<file path="src/rtl/axil_cfg_regfile.sv">
// -----------------------------------------------------------------------------
// axil_cfg_regfile
//
// AXI-Lite slave register file. It terminates the AW/W/B and AR/R channels and
// exposes NUM_REGS word-spaced 32-bit read/write configuration registers to the
// SAURIA control logic.
//
// Write path: AW and W are accepted independently, in any order or in the same
// cycle, into single-entry holding buffers. On the first cycle in which both
// buffers are full, the write commits: strobed bytes are updated at the end of
// that cycle and wr_pulse_o[idx] is high during it. The B response is then
// held until b_ready_i.
//
// Read path: an AR handshake captures the current register value (the value
// before any write committing at that same edge) into r_data_o. The R
// response is held until r_ready_i. The read and write paths are independent.
//
// Addresses below BASE_ADDR or at or beyond BASE_ADDR + 4*NUM_REGS get DECERR.
// Writes to them change nothing, and reads of them return zero data.
//
// Ports:
//   clk_i, rst_i                  clock, synchronous active-high reset
//   aw_addr_i/aw_prot_i/aw_valid_i/aw_ready_o   write address channel
//   w_data_i/w_strb_i/w_valid_i/w_ready_o       write data channel
//   b_resp_o/b_valid_o/b_ready_i                write response channel
//   ar_addr_i/ar_prot_i/ar_valid_i/ar_ready_o   read address channel
//   r_data_o/r_resp_o/r_valid_o/r_ready_i       read data channel
//   regs_o      flattened registers, reg k at bits [32k+31:32k]
//   wr_pulse_o  one-cycle pulse per register on an OKAY write commit
//   The aw_prot_i and ar_prot_i inputs are accepted but ignored.
// -----------------------------------------------------------------------------
module axil_cfg_regfile #(
  parameter int unsigned                 AXI_ADDR_WIDTH = 32,
  parameter int unsigned                 AXI_DATA_WIDTH = 32,
  parameter int unsigned                 NUM_REGS       = 16,
  parameter logic [AXI_ADDR_WIDTH-1:0]   BASE_ADDR      = '0
) (
  input  logic                           clk_i,
  input  logic                           rst_i,

  input  logic [AXI_ADDR_WIDTH-1:0]      aw_addr_i,
  input  logic [2:0]                     aw_prot_i,
  input  logic                           aw_valid_i,
  output logic                           aw_ready_o,

  input  logic [AXI_DATA_WIDTH-1:0]      w_data_i,
  input  logic [AXI_DATA_WIDTH/8-1:0]    w_strb_i,
  input  logic                           w_valid_i,
  output logic                           w_ready_o,

  output logic [1:0]                     b_resp_o,
  output logic                           b_valid_o,
  input  logic                           b_ready_i,

  input  logic [AXI_ADDR_WIDTH-1:0]      ar_addr_i,
  input  logic [2:0]                     ar_prot_i,
  input  logic                           ar_valid_i,
  output logic                           ar_ready_o,

  output logic [AXI_DATA_WIDTH-1:0]      r_data_o,
  output logic [1:0]                     r_resp_o,
  output logic                           r_valid_o,
  input  logic                           r_ready_i,

  output logic [NUM_REGS*32-1:0]         regs_o,
  output logic [NUM_REGS-1:0]            wr_pulse_o
);

  // ---------------------------------------------------------------------------
  // Elaboration-time parameter checks
  // ---------------------------------------------------------------------------
  if (AXI_DATA_WIDTH != 32) begin : g_bad_data_width
    $error("axil_cfg_regfile: only AXI_DATA_WIDTH = 32 is supported");
  end
  if (NUM_REGS < 1 || NUM_REGS > 256) begin : g_bad_num_regs
    $error("axil_cfg_regfile: NUM_REGS must be in 1..256");
  end

  // ---------------------------------------------------------------------------
  // Local types and constants
  // ---------------------------------------------------------------------------
  localparam int unsigned NUM_BYTES = AXI_DATA_WIDTH / 8;
  localparam int unsigned IDX_W     = (NUM_REGS > 1) ? $clog2(NUM_REGS) : 1;
  localparam logic [AXI_ADDR_WIDTH-1:0] NUM_REGS_A = AXI_ADDR_WIDTH'(NUM_REGS);

  typedef enum logic [1:0] {
    RESP_OKAY   = 2'b00,
    RESP_DECERR = 2'b11
  } resp_e;

  typedef enum logic {
    W_IDLE,
    W_RESP
  } w_state_e;

  typedef enum logic {
    R_IDLE,
    R_RESP
  } r_state_e;

  // ---------------------------------------------------------------------------
  // Address decode
  // The offset wraps modulo 2^AXI_ADDR_WIDTH, so the explicit addr >= BASE_ADDR
  // term is needed to reject addresses that sit just below the window.
  // addr[1:0] is dropped by the word shift.
  // ---------------------------------------------------------------------------
  function automatic logic addr_hit(input logic [AXI_ADDR_WIDTH-1:0] addr);
    logic [AXI_ADDR_WIDTH-1:0] word;
    word = (addr - BASE_ADDR) >> 2;
    return (addr >= BASE_ADDR) && (word < NUM_REGS_A);
  endfunction

  function automatic logic [IDX_W-1:0] addr_idx(input logic [AXI_ADDR_WIDTH-1:0] addr);
    logic [AXI_ADDR_WIDTH-1:0] word;
    word = (addr - BASE_ADDR) >> 2;
    return IDX_W'(word);
  endfunction

  // ---------------------------------------------------------------------------
  // State
  // ---------------------------------------------------------------------------
  logic [AXI_DATA_WIDTH-1:0] regs_q [NUM_REGS];

  w_state_e                  w_state;
  logic                      aw_held;
  logic                      w_held;
  logic [AXI_ADDR_WIDTH-1:0] aw_addr_q;
  logic [AXI_DATA_WIDTH-1:0] w_data_q;
  logic [NUM_BYTES-1:0]      w_strb_q;
  logic                      b_valid_q;
  resp_e                     b_resp_q;

  r_state_e                  r_state;
  logic                      r_valid_q;
  resp_e                     r_resp_q;
  logic [AXI_DATA_WIDTH-1:0] r_data_q;

  // ---------------------------------------------------------------------------
  // Handshakes and commit qualification
  // Ready outputs are derived from registered state, so they never depend
  // combinationally on the valid inputs. They are forced low during reset.
  // ---------------------------------------------------------------------------
  assign aw_ready_o = !rst_i && (w_state == W_IDLE) && !aw_held;
  assign w_ready_o  = !rst_i && (w_state == W_IDLE) && !w_held;
  assign ar_ready_o = !rst_i && (r_state == R_IDLE);

  logic aw_hs;
  logic w_hs;
  logic ar_hs;
  assign aw_hs = aw_valid_i && aw_ready_o;
  assign w_hs  = w_valid_i  && w_ready_o;
  assign ar_hs = ar_valid_i && ar_ready_o;

  // A write commits in the first cycle where both buffers are already full.
  // Both readies are low in that cycle, so no new beat can collide with it.
  logic             commit;
  logic             w_hit;
  logic [IDX_W-1:0] w_idx;
  assign commit = (w_state == W_IDLE) && aw_held && w_held;
  assign w_hit  = addr_hit(aw_addr_q);
  assign w_idx  = addr_idx(aw_addr_q);

  logic             r_hit;
  logic [IDX_W-1:0] r_idx;
  assign r_hit = addr_hit(ar_addr_i);
  assign r_idx = addr_idx(ar_addr_i);

  // ---------------------------------------------------------------------------
  // Write FSM: AW/W holding buffers and B channel
  // ---------------------------------------------------------------------------
  // NOTE: sequential state is assigned with <= so every register samples the
  // pre-edge values; blocking = here would create order-dependent races.
  always_ff @(posedge clk_i) begin
    if (rst_i) begin
      w_state   <= W_IDLE;
      aw_held   <= 1'b0;
      w_held    <= 1'b0;
      aw_addr_q <= '0;
      w_data_q  <= '0;
      w_strb_q  <= '0;
      b_valid_q <= 1'b0;
      b_resp_q  <= RESP_OKAY;
    end else begin
      case (w_state)
        W_IDLE: begin
          if (aw_hs) begin
            aw_addr_q <= aw_addr_i;
            aw_held   <= 1'b1;
          end
          if (w_hs) begin
            w_data_q <= w_data_i;
            w_strb_q <= w_strb_i;
            w_held   <= 1'b1;
          end
          if (commit) begin
            aw_held   <= 1'b0;
            w_held    <= 1'b0;
            b_valid_q <= 1'b1;
            b_resp_q  <= w_hit ? RESP_OKAY : RESP_DECERR;
            w_state   <= W_RESP;
          end
        end
        W_RESP: begin
          if (b_ready_i) begin
            b_valid_q <= 1'b0;
            b_resp_q  <= RESP_OKAY;
            w_state   <= W_IDLE;
          end
        end
        default: w_state <= W_IDLE;
      endcase
    end
  end

  assign b_valid_o = b_valid_q;
  assign b_resp_o  = b_resp_q;

  // ---------------------------------------------------------------------------
  // Register array
  // ---------------------------------------------------------------------------
  // NOTE: this array is architecturally visible configuration state that must
  // read as zero after reset, so it is built from resettable flops rather
  // than a RAM.
  always_ff @(posedge clk_i) begin
    if (rst_i) begin
      for (int k = 0; k < NUM_REGS; k++) begin
        regs_q[k] <= '0;
      end
    end else if (commit && w_hit) begin
      for (int b = 0; b < NUM_BYTES; b++) begin
        if (w_strb_q[b]) begin
          regs_q[w_idx][8*b +: 8] <= w_data_q[8*b +: 8];
        end
      end
    end
  end

  for (genvar k = 0; k < NUM_REGS; k++) begin : g_regs_o
    assign regs_o[32*k +: 32] = regs_q[k];
  end

  // The pulse marks the commit cycle itself, which is the cycle before the
  // new value appears on regs_o. A write of strobe 0 still pulses.
  // NOTE: every output of this always_comb block gets a default first, so
  // no path leaves a value unassigned and no latch is inferred.
  always_comb begin
    wr_pulse_o = '0;
    if (commit && w_hit && !rst_i) begin
      wr_pulse_o[w_idx] = 1'b1;
    end
  end

  // ---------------------------------------------------------------------------
  // Read FSM: AR capture and R channel
  // regs_q is read before the edge, so a read accepted on the same edge as a
  // write commit returns the old value.
  // ---------------------------------------------------------------------------
  always_ff @(posedge clk_i) begin
    if (rst_i) begin
      r_state   <= R_IDLE;
      r_valid_q <= 1'b0;
      r_resp_q  <= RESP_OKAY;
      r_data_q  <= '0;
    end else begin
      case (r_state)
        R_IDLE: begin
          if (ar_hs) begin
            r_valid_q <= 1'b1;
            r_state   <= R_RESP;
            if (r_hit) begin
              r_data_q <= regs_q[r_idx];
              r_resp_q <= RESP_OKAY;
            end else begin
              r_data_q <= '0;
              r_resp_q <= RESP_DECERR;
            end
          end
        end
        R_RESP: begin
          if (r_ready_i) begin
            // Data is returned to zero so r_data_o is 0 whenever r_valid_o is 0.
            r_valid_q <= 1'b0;
            r_data_q  <= '0;
            r_resp_q  <= RESP_OKAY;
            r_state   <= R_IDLE;
          end
        end
        default: r_state <= R_IDLE;
      endcase
    end
  end

  assign r_valid_o = r_valid_q;
  assign r_resp_o  = r_resp_q;
  assign r_data_o  = r_data_q;

  // Protection attributes carry no meaning for this register file.
  logic unused_prot;
  assign unused_prot = ^{aw_prot_i, ar_prot_i};

endmodule

</file>
<file path="config.mk">
export PLATFORM = sky130hd
export DESIGN_NAME = axil_cfg_regfile
export DESIGN_NICKNAME = d
export VERILOG_FILES = /design/src/rtl/axil_cfg_regfile.sv
export SDC_FILE = /design/constraint.sdc
export NUM_CORES = 1
export LEC_CHECK = 0
export ABC_AREA = 1
export BUFFER_PORTS_ARGS = -buffer_cell sky130_fd_sc_hd__buf_4
export CAP_MARGIN = 25
export CORE_AREA = 2 2 269 271
export CTS_CLUSTER_DIAMETER = 40
export DETAILED_ROUTE_END_ITERATION = 6
export DIE_AREA = 0 0 271 273
export PLACE_DENSITY_LB_ADDON = 0.25
export SETUP_SLACK_MARGIN = 0.15
export SLEW_MARGIN = 40
export SYNTH_ARGS = -nofsm -noshare
export SYNTH_HDL_FRONTEND = slang
export SYNTH_SLANG_ARGS = --single-unit
export TNS_END_PERCENT = 100
</file>
<file path="constraint.sdc">
create_clock -name clk_i -period 4.8 [get_ports clk_i]
set_input_delay 0.24 -clock clk_i [delete_from_list [all_inputs] [get_ports clk_i]]
set_output_delay 0.24 -clock clk_i [all_outputs]
set_load 0.01 [all_outputs]
</file>
; ---- Word-level counts from Yosys, hierarchy flattened
; Memory sizes are Yosys's and may differ from the RTL's.
; Cells that the tools add are included.
; W data, S select, Z words.
[word_totals]
input_bits = 113
ramBits = 512
memories = 1
reg_bits = 110
out_inout_bits = 569
[memory_table]
columns = name, words, word_bits, read_ports, rd_clocked_by_memory_dff, write_ports, line_no
row1 = regs_q, 16, 32, 17, 0, 16, 122  ; logic [AXI_DATA_WIDTH-1:0] regs_q [NUM_REGS];
[op_classes]
eq_ne = 4
n_reduce_logical = 26
bitwise = 2
n_mux = 52
n_lt_le_gt_ge = 6
[op_table]
columns = op, n
row1 = $mux W32, 4
row2 = $ge A32 B1 Y1 const B, 2
row3 = $pmux W32 S2, 1
row4 = $lt A30 B5 Y1 const B, 2
row5 = $reduce_or A32 Y1, 1
row6 = $mux W1, 31
row7 = $mux W16, 1
row8 = $logic_and A1 B1 Y1, 14
row9 = $mux W2, 6
row10 = $reduce_and A2 Y1, 6
row11 = $mux W4, 2
row12 = $ne A2 B2 Y1 const B, 4
row13 = $pmux W1 S2, 4
row14 = $pmux W2 S2, 2
row15 = $lt A4 B5 Y1 const B, 1
row16 = $demux W1 S4, 1
row17 = $ge A4 B1 Y1 const B, 1
row18 = $reduce_bool A2 Y1, 2
row19 = $logic_not A1 Y1, 3
row20 = $not A1 Y1, 2

; ---- Logic depth before layout (Yosys ltp)
[logic_depth]
ltp_word = 9
mapped_depth = 10
mapped_depth_nobuf = 7

; ---- Least setup slack after synthesis
; Ideal clock, no wire load.
[synth_timing]
path_kind = reg2reg
startpoint = reg w_held
endpoint = mem regs_q[4][0] (enable)
path_buffers = 1
arrival_ns = 1.993
path_stages_with_launch = 6
path_slack_ns = 2.423
cell_sequence = dfxtp_1 > inv_1 > nor3_4 > buf_12 > nand4_4 > o21ai_0
[synth_lines]
columns = element, line_no
row1 = "start, declared", 126  ; logic w_held;
row2 = "start signal, assigned", 177  ; w_held <= 1'b0;
row3 = "start signal, assigned", 193  ; w_held <= 1'b1;
row4 = "start signal, assigned", 197  ; w_held <= 1'b0;
row5 = "end, declared", 122

; ---- Final worst setup path
[layout_timing]
startpoint = reg w_state
endpoint = out wr_pulse_o[15]
[layout_between]
elab_chain_len = 6
[layout_rtl]
columns = element, line_no
row1 = "start, declared", 124  ; w_state_e w_state;
row2 = "start signal, assigned", 175  ; w_state <= W_IDLE;
row3 = "start signal, assigned", 200  ; w_state <= W_RESP;
row4 = "start signal, assigned", 207  ; w_state <= W_IDLE;
row5 = $not A1 Y1 (no source line), -
row6 = $logic_and A1 B1 Y1 (2 in a row), 159  ; assign commit = (w_state == W_IDLE) && aw_held && w_held;
row7 = $logic_and A1 B1 Y1 (2 in a row), 248  ; if (commit && w_hit && !rst_i) begin
row8 = $mux W16, 248
row9 = "end, declared", 66  ; output logic [NUM_REGS-1:0] wr_pulse_o
; Every way passes these cells.

==> results.json <==
{
  "status": "finished, final reports clean",
  "grt_max_degree": 148,
  "drc_errors": 0,
  "crit_buf_inv": 5,
  "synthesis.area_mm2": 0.0283,
  "layout_min_cycle_time_ns": 3.34,
  "netlist_top_cells_area": "edfxtp_1, nand3_1, nor3_1",
  "dr.pass1.iters": 7,
  "die_area_mm2": 0.0740,
  "worstPathMaxFanout": 23,
  "vias_per_cell": 5.70,
  "worst_path_most_repeated_cell": "buf_4",
  "hpwlAfterDp_um": 78800,
  "core_mm2": 0.0710,
  "hold_viol": 0,
  "cts_made_buffers": 95,
  "whs_path_depth": 5,
  "clock-sinks": 618,
  "grt_usage_pct": 29.5,
  "cp_slowest_cell": "nor3_4",
  "start_kind": "flip-flop",
  "yosysWarningCount": 0,
  "slowest_delay_ns": 0.59,
  "die_y_um": 273,
  "clockBufferDepth": 3,
  "fmax_ghz": 0.299,
  "rsz0062_at_grt": "false",
  "grt_pass1_vias": 23900,
  "cts_tree": "yes",
  "slew_headroom_pct": 40.3,
  "max-vdd-ir-drop_uv": 322,
  "grt_pass1_wl_um": 162000,
  "yosysTopAreaCell": "edfxtp_1",
  "critPathCaptureType": "output port",
  "worst-path-stages": 8,
  "synth-main-ff-cell": "edfxtp_1",
  "power_density_mw_per_mm2": 387,
  "power_uw": 14700,
  "p_leak_uw": 0.0147,
  "required_ns": 4.56,
  "cts_setup_buffers": 0,
  "arrival_ns": 3.10,
  "syn_inst": 2863,
  "cts_root_buffer": "clkbuf_16",
  "synth_top_area_share_pct": 54.4,
  "syn_avg_cell_area_um2": 9.87,
  "io_buffers": 671,
  "yosysUniqueCellTypes": 27,
  "area_delta_synth_final_pct": 34.9,
  "synth_seq_cells": 618,
  "setup_violations": 0,
  "globalplace.congestion": 0.928,
  "layout.nets": 3628,
  "maxCapViolations": 0,
  "ys_seq_area_share_pct": 61.9,
  "critPathKind": "flip-flop to output port",
  "fin_crit_sh_pct": 69.6,
  "layout-drive-gt1-share_pct": 27.8,
  "worst_skew_pair.late_latency_ns": 0.65,
  "antenna_found_initial": 2,
  "async_flop_share_pct": 0,
  "r2r_cells": 8,
  "dr_total_vias": 25900,
  "wire_per_inst_um": 24.9,
  "crit_chain": "inv_1 -> nand2_2 -> nor3_4 -> buf_4 -> nand4_2 -> buf_4 -> inv_1 -> buf_4",
  "wirelength_um": 113000,
  "num_io_pins": 682,
  "overflow": 0,
  "start_util_pct": 39.8,
  "slew_viol_final": 0,
  "htree_num_levels": 3,
  "n_fill_cell": 6342,
  "initialDrtViolationCount": 3268,
  "ant_nets": 0,
  "num_rows": 98,
  "synth-edff-count": 512,
  "cts.reportedPaths.clkPinSlew_ns": 0.05,
  "chipWidth_um": 271,
  "tns_ns": 0,
  "skew_ns": 0.0330,
  "tightest_slew_ns": 0.889,
  "worstHoldPathType": "input port to flip-flop",
  "critPathTopFamily": "buffers and inverters",
  "synth_nets": 2976
}
-- layout by cell type, fill, tap and decap left out, types with 12 or more instances in the layout --
cell type | synthesis | final
nand3_1 | 504 | 504
clkbuf_16 | 0 | 97
inv_1 | 35 | 33
nand4_4 | 12 | 12
dfxtp_1 | 106 | 106
a21oi_1 | 102 | 102
o21ai_0 | 111 | 82
clkinv_2 | 0 | 15
nor2_1 | 40 | 39
clkinv_1 | 32 | 35
buf_4 | 3 | 743
edfxtp_1 | 512 | 512
nor3_1 | 469 | 469
dlygate4sd3_1 | 0 | 90
o21ai_1 | 0 | 25
clkinv_4 | 0 | 14
nand2_1 | 592 | 591
nor3_2 | 43 | 43
-- path summary, 6_finish.rpt --
check | start | end | slack, ns
worst max-delay path | w_state$_SDFF_PP0_ | wr_pulse_o[15] | 1.46
worst min-delay path | ar_addr_i[31] | r_resp_o[0]$_SDFFE_PP0P_ | 0.06
worst min register to register | aw_addr_q[9]$_SDFFE_PP0P_ | aw_addr_q[9]$_SDFFE_PP0P_ | 0.45
worst max register to register | w_state$_SDFF_PP0_ | regs_q[14][17]$_SDFFCE_PN0P_ | 1.63
-- sequential cells by signal (all words and copies together), names as in the netlist --
name / cells
r_resp_o: 1
aw_addr_q: 30
b_resp_o: 1
w_held: 1
w_strb_q: 4
aw_held: 1
w_state: 1
b_valid_o: 1
w_data_q: 32
r_valid_o: 1
r_data_o: 32
regs_q: 512
r_state: 1
-- cell usage after synthesis, types with 4 or more instances --
master	count
nand4_2	4
dfxtp_1	106
buf_6	36
o21ai_0	111
buf_1	17
nor2_1	40
inv_2	6
inv_1	35
nand4_4	12
a21oi_1	102
clkbuf_1	227
buf_2	4
nand2_1	592
nor3_2	43
edfxtp_1	512
nor3_1	469
clkinv_1	32
nand3_1	504
-- per-stage QoR --
stage	hold slack [ns]	cell area [um^2]	cells	utilization [%]	setup slack [ns]
after floorplan	0.332	28300	2863	-	2.42
after global placement	0.433	33800	4273	47.6	1.14
after detailed placement	0.446	33900	4278	47.7	1.54
after CTS	0.0303	38100	4548	53.7	1.40
after global routing	0.0792	38100	4549	53.7	1.23
final	0.0624	38100	4551	53.7	1.46
-- area by class of cell --
class	count	area, um^2	share of cell area, %
flip-flops and latches	618	17500	45.9
inverters	73	302	0.791
repair buffers	843	6650	17.4
clock buffers	108	2500	6.55
well taps	950	1190	3.12
clock inverters	72	828	2.17
multi-input cells	1884	9160	24.0
diodes	3	7.51	0.0197
-- cells by family after synthesis --
group,synth area share [%]
flip-flops,61.9
AND/OR/NAND/NOR,28.4
AO/OA/AOI/OAI,3.85
buffers and inverters,5.87
-- power by group --
part	switching (uW)	internal, uW
registers	146	5980
clock network	2710	4410
logic	1010	480
-- repair_timing --
item / in CTS / in global routing
gates resized for setup: 0 / 0
hold buffers: 90 / 0
endpoints found under the hold margin: 72 / 0
setup endpoints to repair: 0 / 0
-- tightest hold or removal path: cells and delay by family --
kind,cells,cell delay (ns)
simple gates,3,0.24
compound gates,1,0.10
buf+inv,1,0.08
-- layer usage --
layer  vias to the layer above  GRT usage, %  wire, um
met2                      1565          45.1     51600
met5                         -             0         0
met3                       245          6.22     11200
li1                      11500             -         -
met1                     12600          40.5     45300
met4                         0          12.8      5120
Note: power is estimated with default switching activity, not from simulation.
